**config.mk**
```make
export PLATFORM = sky130hd
export DESIGN_NAME = inst_fetch_unit_flat
export DESIGN_NICKNAME = d
export VERILOG_FILES = /design/src/rtl/inst_fetch_unit_pkg.sv /design/src/rtl/inst_fetch_unit_if.sv /design/src/rtl/inst_fetch_unit_fifo.sv /design/src/rtl/inst_fetch_unit.sv /design/src/flat_wrapper.sv
export SDC_FILE = /design/constraint.sdc
export NUM_CORES = 1
export LEC_CHECK = 0
export BUFFER_PORTS_ARGS = -buffer_cell sky130_fd_sc_hd__buf_2
export CORE_ASPECT_RATIO = 0.5
export CORE_MARGIN = 8
export CORE_UTILIZATION = 30
export DETAILED_ROUTE_END_ITERATION = 7
export SLEW_MARGIN = 20
export SYNTH_ARGS = -nofsm -noshare
export SYNTH_HDL_FRONTEND = slang
export SYNTH_SLANG_ARGS = --single-unit
```
**constraint.sdc**
```tcl
create_clock -name clk -period 6.4 [get_ports clk]
set_input_delay 0.32 -clock clk [delete_from_list [all_inputs] [get_ports clk]]
set_output_delay 0.32 -clock clk [all_outputs]
set_load 0.01 [all_outputs]
```
**src/rtl/inst_fetch_unit_pkg.sv**
```systemverilog
// Shared types and defaults for the instruction fetch unit: queue entry layout,
// default queue depth and ROM word-address width.
package inst_fetch_unit_pkg;

  localparam int FETCH_DEPTH  = 4;
  localparam int FETCH_ADDR_W = 14;

  localparam logic [31:0] ZERO_WORD = 32'h0000_0000;

  // One buffered fetch: the PC it was fetched from plus the ROM word.
  typedef struct packed {
    logic [31:0] pc;
    logic [31:0] inst;
  } fetch_entry_t;

endpackage

```
**src/rtl/inst_fetch_unit_if.sv**
```systemverilog
// Bundle of PC-register, instruction-ROM and decode-side signals around the fetch unit.
// master = fetch unit, slave = surrounding pipeline (PC register, ROM, IF/ID stage).
interface inst_fetch_unit_if
  import inst_fetch_unit_pkg::*;
#(
  parameter int ADDR_W = FETCH_ADDR_W,
  parameter int DEPTH  = FETCH_DEPTH
);
  localparam int CNT_W = $clog2(DEPTH + 1);

  logic              inited;
  logic [31:0]       pc;
  logic              branch_flag;
  logic              stall;
  logic              imem_en;
  logic [ADDR_W-1:0] imem_addr;
  logic [31:0]       imem_rdata;
  // Decode handshake: id_inst/id_pc are meaningful while id_valid=1; an entry is
  // consumed on every rising edge where id_valid & id_ready are both 1. id_valid
  // never depends combinationally on id_ready.
  logic              id_valid;
  logic              id_ready;
  logic [31:0]       id_inst;
  logic [31:0]       id_pc;
  logic [CNT_W-1:0]  fill_count;

  modport master (
    input  inited, pc, branch_flag, imem_rdata, id_ready,
    output stall, imem_en, imem_addr, id_valid, id_inst, id_pc, fill_count
  );

  modport slave (
    output inited, pc, branch_flag, imem_rdata, id_ready,
    input  stall, imem_en, imem_addr, id_valid, id_inst, id_pc, fill_count
  );

endinterface

```
**src/rtl/inst_fetch_unit_fifo.sv**
```systemverilog
// In-order fetch queue of {pc, inst} entries with push/pop/flush; flush clears
// occupancy and pointers and takes priority over a simultaneous push or pop.
module inst_fetch_unit_fifo
  import inst_fetch_unit_pkg::*;
#(
  parameter int DEPTH = FETCH_DEPTH,
  parameter int CNT_W = $clog2(DEPTH + 1)
) (
  input  logic             clk,
  input  logic             rst,
  input  logic             push,
  input  logic             pop,
  input  logic             flush,
  input  fetch_entry_t     wdata,
  output fetch_entry_t     head,
  output logic             valid,
  output logic [CNT_W-1:0] count
);
  localparam int PTR_W = $clog2(DEPTH);
  localparam logic [CNT_W-1:0] FULL = CNT_W'(DEPTH);

  fetch_entry_t     mem [DEPTH];
  logic [PTR_W-1:0] head_ptr;
  logic [PTR_W-1:0] tail_ptr;
  logic             pop_ok;

  assign valid  = (count != '0);
  assign pop_ok = pop & valid;
  assign head   = mem[head_ptr];

  always_ff @(posedge clk) begin
    if (!rst) begin
      count    <= '0;
      head_ptr <= '0;
      tail_ptr <= '0;
      for (int i = 0; i < DEPTH; i++) mem[i] <= '0;
    end else if (flush) begin
      count    <= '0;
      head_ptr <= '0;
      tail_ptr <= '0;
    end else begin
      if (push) begin
        mem[tail_ptr] <= wdata;
        tail_ptr      <= tail_ptr + PTR_W'(1);
      end
      if (pop_ok) head_ptr <= head_ptr + PTR_W'(1);
      // Simultaneous push and pop leaves the occupancy unchanged, even when full.
      case ({push, pop_ok})
        2'b10:   count <= count + CNT_W'(1);
        2'b01:   count <= count - CNT_W'(1);
        default: count <= count;
      endcase
    end
  end

  overflow_a: assert property (@(posedge clk) disable iff (!rst)
    !(push && !pop_ok && !flush && count == FULL));

endmodule

```
**src/rtl/inst_fetch_unit.sv**
```systemverilog
// Fetch unit: issues ROM reads for the current PC while queue credit remains,
// tags each read with its PC and buffers returned words for decode.
module inst_fetch_unit
  import inst_fetch_unit_pkg::*;
#(
  parameter int DEPTH  = FETCH_DEPTH,
  parameter int ADDR_W = FETCH_ADDR_W
) (
  input logic               clk,
  input logic               rst,
  inst_fetch_unit_if.master bus
);
  localparam int CNT_W = $clog2(DEPTH + 1);
  localparam logic [CNT_W:0] DEPTH_LIM = (CNT_W + 1)'(DEPTH);

  logic [CNT_W-1:0] count;
  logic [CNT_W:0]   occupancy;
  logic             inflight_v;
  logic [31:0]      inflight_pc;
  logic             credit_ok;
  logic             flush;
  logic             issue;
  logic             push;
  logic             pop;
  fetch_entry_t     wdata;
  fetch_entry_t     head;
  logic             head_valid;
  logic             unused_pc_bits;

  // Credit counts words already queued plus the one still in the ROM pipeline,
  // so a full queue is never overrun; it deliberately ignores id_ready.
  always_comb begin
    occupancy  = {1'b0, count} + {{CNT_W{1'b0}}, inflight_v};
    credit_ok  = (occupancy < DEPTH_LIM);
    flush      = !bus.inited | bus.branch_flag;
    issue      = rst & bus.inited & credit_ok & !bus.branch_flag;
    push       = inflight_v;
    pop        = head_valid & bus.id_ready;
    wdata.pc   = inflight_pc;
    wdata.inst = bus.imem_rdata;
  end

  // A redirect must never be held off, otherwise the PC register drops the target.
  assign bus.stall      = !rst | !bus.inited | (!credit_ok & !bus.branch_flag);
  assign bus.imem_en    = issue;
  assign bus.imem_addr  = bus.pc[ADDR_W+1:2];
  assign unused_pc_bits = ^{bus.pc[31:ADDR_W+2], bus.pc[1:0]};

  always_ff @(posedge clk) begin
    if (!rst) begin
      inflight_v  <= 1'b0;
      inflight_pc <= ZERO_WORD;
    end else begin
      inflight_v <= issue;
      if (issue) inflight_pc <= bus.pc;
    end
  end

  inst_fetch_unit_fifo #(
    .DEPTH(DEPTH),
    .CNT_W(CNT_W)
  ) u_fifo (
    .clk  (clk),
    .rst  (rst),
    .push (push),
    .pop  (pop),
    .flush(flush),
    .wdata(wdata),
    .head (head),
    .valid(head_valid),
    .count(count)
  );

  assign bus.id_valid   = head_valid;
  assign bus.id_inst    = head.inst;
  assign bus.id_pc      = head.pc;
  assign bus.fill_count = count;

endmodule

```
**src/flat_wrapper.sv**
```systemverilog
// flat-port wrapper written by rule: the top's interface ports become plain ports
module inst_fetch_unit_flat import inst_fetch_unit_pkg::*;
#(
  parameter int DEPTH  = FETCH_DEPTH,
  parameter int ADDR_W = FETCH_ADDR_W
)
  (clk, rst, bus_inited, bus_pc, bus_branch_flag, bus_imem_rdata, bus_id_ready, bus_stall, bus_imem_en, bus_imem_addr, bus_id_valid, bus_id_inst, bus_id_pc, bus_fill_count);
  inst_fetch_unit_if #(.ADDR_W(ADDR_W), .DEPTH(DEPTH)) bus_i ();
  input logic clk;
  input logic rst;
  input wire logic [$bits(bus_i.inited)-1:0] bus_inited;
  input wire logic [$bits(bus_i.pc)-1:0] bus_pc;
  input wire logic [$bits(bus_i.branch_flag)-1:0] bus_branch_flag;
  input wire logic [$bits(bus_i.imem_rdata)-1:0] bus_imem_rdata;
  input wire logic [$bits(bus_i.id_ready)-1:0] bus_id_ready;
  output wire logic [$bits(bus_i.stall)-1:0] bus_stall;
  output wire logic [$bits(bus_i.imem_en)-1:0] bus_imem_en;
  output wire logic [$bits(bus_i.imem_addr)-1:0] bus_imem_addr;
  output wire logic [$bits(bus_i.id_valid)-1:0] bus_id_valid;
  output wire logic [$bits(bus_i.id_inst)-1:0] bus_id_inst;
  output wire logic [$bits(bus_i.id_pc)-1:0] bus_id_pc;
  output wire logic [$bits(bus_i.fill_count)-1:0] bus_fill_count;
  assign bus_i.inited = bus_inited;
  assign bus_i.pc = bus_pc;
  assign bus_i.branch_flag = bus_branch_flag;
  assign bus_i.imem_rdata = bus_imem_rdata;
  assign bus_i.id_ready = bus_id_ready;
  assign bus_stall = bus_i.stall;
  assign bus_imem_en = bus_i.imem_en;
  assign bus_imem_addr = bus_i.imem_addr;
  assign bus_id_valid = bus_i.id_valid;
  assign bus_id_inst = bus_i.id_inst;
  assign bus_id_pc = bus_i.id_pc;
  assign bus_fill_count = bus_i.fill_count;
  inst_fetch_unit #(.DEPTH(DEPTH), .ADDR_W(ADDR_W)) u_core (.clk(clk), .rst(rst), .bus(bus_i));
endmodule
```
# Word-level counts from Yosys, hierarchy flattened
# Memories as Yosys holds them, arrays and structs flattened. A register that Yosys moved wholly into a read port is not among the register bits.
# Cells that the tools add are included.
totals:
  regBits: 40
  mem_bits_rw: 256
  output_inout_bits: 84
  elab_cells: 43
  memories: 1
memory_table:
  columns: ["memory", "depth", "word_bits", "rd", "rd_clocked_by_memory_dff", "write_ports", "line_no", "text"]
  rows:
  - ["u_core.u_fifo.mem", 4, 64, 1, 1, 4, "inst_fetch_unit_fifo.sv:22", "fetch_entry_t mem [DEPTH];"]
classes:
  n_addsub: 5
  order_cmp: 1
  n_eq_ne: 2
  n_mux: 11
  n_bitwise: 10
  reduce_logical: 8
ops:
  columns: ["operator", "n"]
  rows:
  - ["64-bit 2-to-1 mux", 1]
  - ["64-bit OR reduction", 1]
  - ["1-bit AND", 6]
  - ["1-bit 2-to-1 mux", 6]
  - ["2-bit 2-to-1 mux", 3]
  - ["3-bit case mux with 2 select lines", 1]
  - ["2-bit by 1-bit adder with 2-bit output, second input constant", 2]
  - ["3-bit by 1-bit adder with 4-bit output", 1]
  - ["1-bit logical NOT", 4]
  - ["4-bit by 3-bit < comparator with 1-bit output, second input constant", 1]
  - ["3-bit by 1-bit adder with 3-bit output, second input constant", 1]
  - ["1-bit bitwise OR", 3]
  - ["3-bit nonzero test", 1]
  - ["3-bit by 1-bit subtractor with 3-bit output, second input constant", 1]
  - ["2-bit by 1-bit equality test with 1-bit output, second input constant", 1]
  - ["2-bit equality test, second input constant", 1]
  - ["2-bit nonzero test", 1]
  - ["2-bit OR reduction", 1]
  - ["1-bit inverter", 1]

# Depth between registers and ports, before layout
logic_depth:
  word_depth: 7
  ltp_mapped: 7
  ltp_nobuf: 7

# By module
# Synthesis repeated with hierarchy kept, for this count alone.
unflattened:
  cells_unflattened: 839
  area_unflattened_um2: 13002.5
by_module_without_submodules:
  columns: ["module", "instances", "cells_each", "area_per_inst_um2"]
  rows:
  - ["inst_fetch_unit_fifo", 1, 674, 11503.5]
  - ["inst_fetch_unit", 1, 165, 1498.9]

# Worst setup path before layout
# OpenSTA, ideal clock, no wires.
synth_path:
  path_type: "flip-flop to flip-flop"
  startpoint: "register u_core.inflight_v"
  endpoint: "memory u_core.u_fifo.mem[3][0] (netlist bit), enable pin"
  t_arrival_ns: 5.003
  slack_ns: 0.823
  path_stages_with_launch: 3
  path_cell_list: "dfxtp_1 > nand3b_1 > o21ai_0"
synth_lines:
  columns: ["item", "line_no", "text"]
  rows:
  - ["start: declaration", "inst_fetch_unit.sv:18", "logic inflight_v;"]
  - ["start signal: assignment", "inst_fetch_unit.sv:54", "inflight_v <= issue;"]
  - ["end: declaration", "inst_fetch_unit_fifo.sv:22", null]

==> out/metrics.yaml <==
outcome:
  status: "finished, final reports clean"
grt:
  grtUsageTotal_pct: 11.52
  busiest_layer: "met2"
  grt_antenna_before_repair: 3
  met1_usage_pct: 12.37
  globalRouteOverflowTotal: 0
  use_met2_pct: 22.96
  grt_max_degree: 66
  grtUsageMet3_pct: 1.594
  grt_pass1_vias: 7764
  grt_pass1_wl_mm: 44.93
place:
  dp.final_hpwl_mm: 16.42
  place_congestion: 0.7564
  post_dp_cell_area_um2: 13950
  port_buffers: 152
clock_tree:
  clock-sinks: 298
  cts_tree: "yes"
  cts-root-buf: "clkbuf_16"
  post_cts_buffers: 0
  cts_resized: 0
  clockBufferDepth: 3
  cts_buffers: 31
  path_clk_slew_ns: 0.06
  clk_latency_ns: 0.54
  htree_levels: 1
pwr:
  pwr-share-comb_pct: 4.2
  ir_drop_v: 0.0001889
  swShare_pct: 20.54
  clockPowerShare_pct: 42.4
  total_power_mw: 4.113
  leakage_nw: 5.461
  p_sw_mw: 0.8450
  power_frac_seq_pct: 53.5
  p_int_mw: 3.268
  power_density_nw_per_um2: 274.8
worst_setup_path:
  critPathMaxStageDelay_ns: 0.76
  cp_max_fo: 35
  crit_chain: "buf_4 -> mux4_2 -> buf_2"
  critical_path_arrival_ns: 2.87
  cp-end-kind: "output port"
  cp.required_ns: 6.08
  critPathKind: "reg2out"
  cpMaxStageDelayCell: "dfxtp_4"
  worst_setup_path_start_kind: "register"
sta:
  fin_setup_tns_ns: 0
  clock.fmax_mhz: 313.7
  max_slew_margin_pct: 26.13
  min_period_over_period_pct: 49.81
  slew_violations: 0
  hold_viol: 0
  hold-worst-slack_ns: 0.01709
  clock-skew-final_ns: 0.01856
  setup_viol: 0
  tightest_slew_ns: 1.108
  rsz0062_at_grt: "false"
  min_period_ns: 3.188
drt:
  viasPerCell: 4.439
  drtIter0Drc: 439
  postRouteAntennaNets: 0
  drt-total-wl_mm: 29.15
  vias: 6921
  drt-wirelength-per-cell_um: 18.70
  drtPass1Iterations: 4
  drc: 0
die:
  core_area_um2: 41840
  rows: 53
  dieArea_um2: 49560
  fp.dieW_um: 306.9
  io_pins: 153
  floorplan.initialDensity_pct: 30.34
  die_y_um: 161.5
final_layout:
  utilization_pct: 35.77
  nNetsFinal: 1028
  fill_cells: 4003
  fin_area_um2: 14970
  drive_gt1_share_pct: 28.44
  syn_to_final_growth_pct: 17.88
synthesis:
  syn_inst: 831
  synth_top_area_share_pct: 60.54
  ys_seq_area_share_pct: 67.17
  ys_warn_count: 0
  ys_seq_elements: 298
  ys_types: 35
  netlist_top_cells_area: "edfxtp_1 (61%), and2_1 (13%), mux4_2 (11%), dfxtp_1 (6.6%), nand3_1 (1.3%)"
  synth_area_um2: 12700
  syn_area_per_cell_um2: 15.28
  syn_nets: 902
  yosys.area.top_type: "edfxtp_1"
hold_path:
  holdCritPathClass: "in2reg"
flow_run:
  drv_cap: 0
==> cell type report <==
| cell class | count | area, µm² | share of cell area [%] |
|---|---|---|---|
| multi-input cells | 458 | 3852 | 25.74 |
| inverters | 4 | 15.01 | 0.1003 |
| well taps | 577 | 721.9 | 4.824 |
| clock buffers | 44 | 844.6 | 5.643 |
| diodes | 1 | 2.502 | 0.01672 |
| clock inverters | 13 | 136.4 | 0.9112 |
| flip-flops and latches | 298 | 8536 | 57.03 |
| repair buffers | 164 | 858.3 | 5.735 |
==> repair_timing <==
action | in CTS | in global routing
endpoints found under the hold margin | 3 | 0
setup endpoints to repair | 0 | 0
hold buffers | 3 | 0
==> metal layers <==
metal / routed length (µm) / part of all wire [%]
met2: 16420 / 56
met1: 11160 / 38
met3: 717 / 2.5
met5: 24 / 0.082
met4: 831 / 2.9
==> stage by stage <==
| step | std cells | setup WS, ns |
|---|---|---|
| after detailed placement | 1498 | 2.667 |
| after global placement | 1498 | 2.721 |
| final | 1559 | 3.212 |
| after floorplan | 831 | 0.8229 |
| after global routing | 1559 | 2.968 |
| after CTS | 1558 | 3.086 |
==> layout by cell type (no fill, tap or decap), types with 2 or more instances in the layout <==
master         instances
buf_2                152
edfxtp_1             256
clkinv_2               4
inv_1                  4
o21ai_0                4
nand2_1               35
or3_1                  2
xor2_1                 4
dlygate4sd3_1          3
clkinv_1               5
bufinv_16              3
clkbuf_1              11
nor2_1                 7
mux4_2                64
o21ai_1               29
dfxtp_1               40
buf_4                  9
a21oi_1                3
dfxtp_4                2
nand3_1               32
clkbuf_16             31
nand2b_4               3
clkbuf_8               2
and2_1               258
==> power by group through the flow <==
| stage | Combinational [mW] | Sequential [mW] | Clock [mW] |
|---|---|---|---|
| 2_1_floorplan | 0.0918 | 2.24 | 0 |
| 3_3_place_gp | 0.174 | 2.24 | 0 |
| 3_5_place_dp | 0.176 | 2.24 | 0 |
| 4_1_cts | 0.178 | 2.20 | 1.77 |
| 5_1_grt | 0.187 | 2.21 | 1.84 |
| 6_report | 0.172 | 2.20 | 1.74 |
==> Yosys cell counts <==
library cell    n
mux4_2         64
or3_1           2
nor3_1          1
nand2_2         1
nor4_2          1
buf_6           3
buf_2          12
nand3_1        32
o21ai_0         5
buf_4          15
clkbuf_1       30
inv_1           4
fa_1            1
and3b_1         1
a31oi_2         1
a21oi_1         3
nand3b_1        1
ha_1            1
nand2_1        35
edfxtp_1      256
o21ai_1        29
buf_1           1
xor2_1          4
or2_2           1
nor2_1          7
clkbuf_2       10
nor3_2          1
o31a_1          1
o21bai_1        1
nor4b_2         1
o311ai_0        1
dfxtp_1        42
xnor2_1         1
nand2b_1        4
and2_1        258
==> registers in the layout, summed over array words and instances, names as in the netlist, named ones only <==
signal and cells:
u_core.u_fifo.head_ptr 2, u_core.inflight_pc 32, u_core.inflight_v 1, u_core.u_fifo.count 3
u_core.u_fifo.tail_ptr 2, u_core.u_fifo.mem 256
==> cells by family (layout without fill, tap and decap cells) <==
group | after synthesis | in the layout | synth area share (%)
flops | 298 | 298 | 67.17
xor+xnor | 5 | 5 | 0.3449
buf+inv | 75 | 225 | 3.055
other cells | 0 | 1 | 0
mux | 64 | 64 | 11.35
compound gates | 41 | 41 | 1.754
fa+ha+maj | 2 | 2 | 0.2562
simple gates | 346 | 346 | 16.07
==> worst paths after layout <==
path | start | slack [ns] | to | depth (start not counted)
worst min register to register | u_core.inflight_pc[1] | 0.48 | u_core.inflight_pc[1] | 2
worst min-delay path | bus_pc[18] | 0.02 | u_core.inflight_pc[18] | 3
worst max-delay path | register | 3.21 | bus_id_inst[2] | 3
worst max register to register | u_core.inflight_v | 3.52 | u_core.u_fifo.mem[2][9] | 4
==> worst max-delay path: cells and delay by family, from the launching register on <==
family	cells	cell delay [ns]
flops	1	0.76
mux	1	0.63
buf+inv	2	0.86
(Power assumes the default switching activity.)
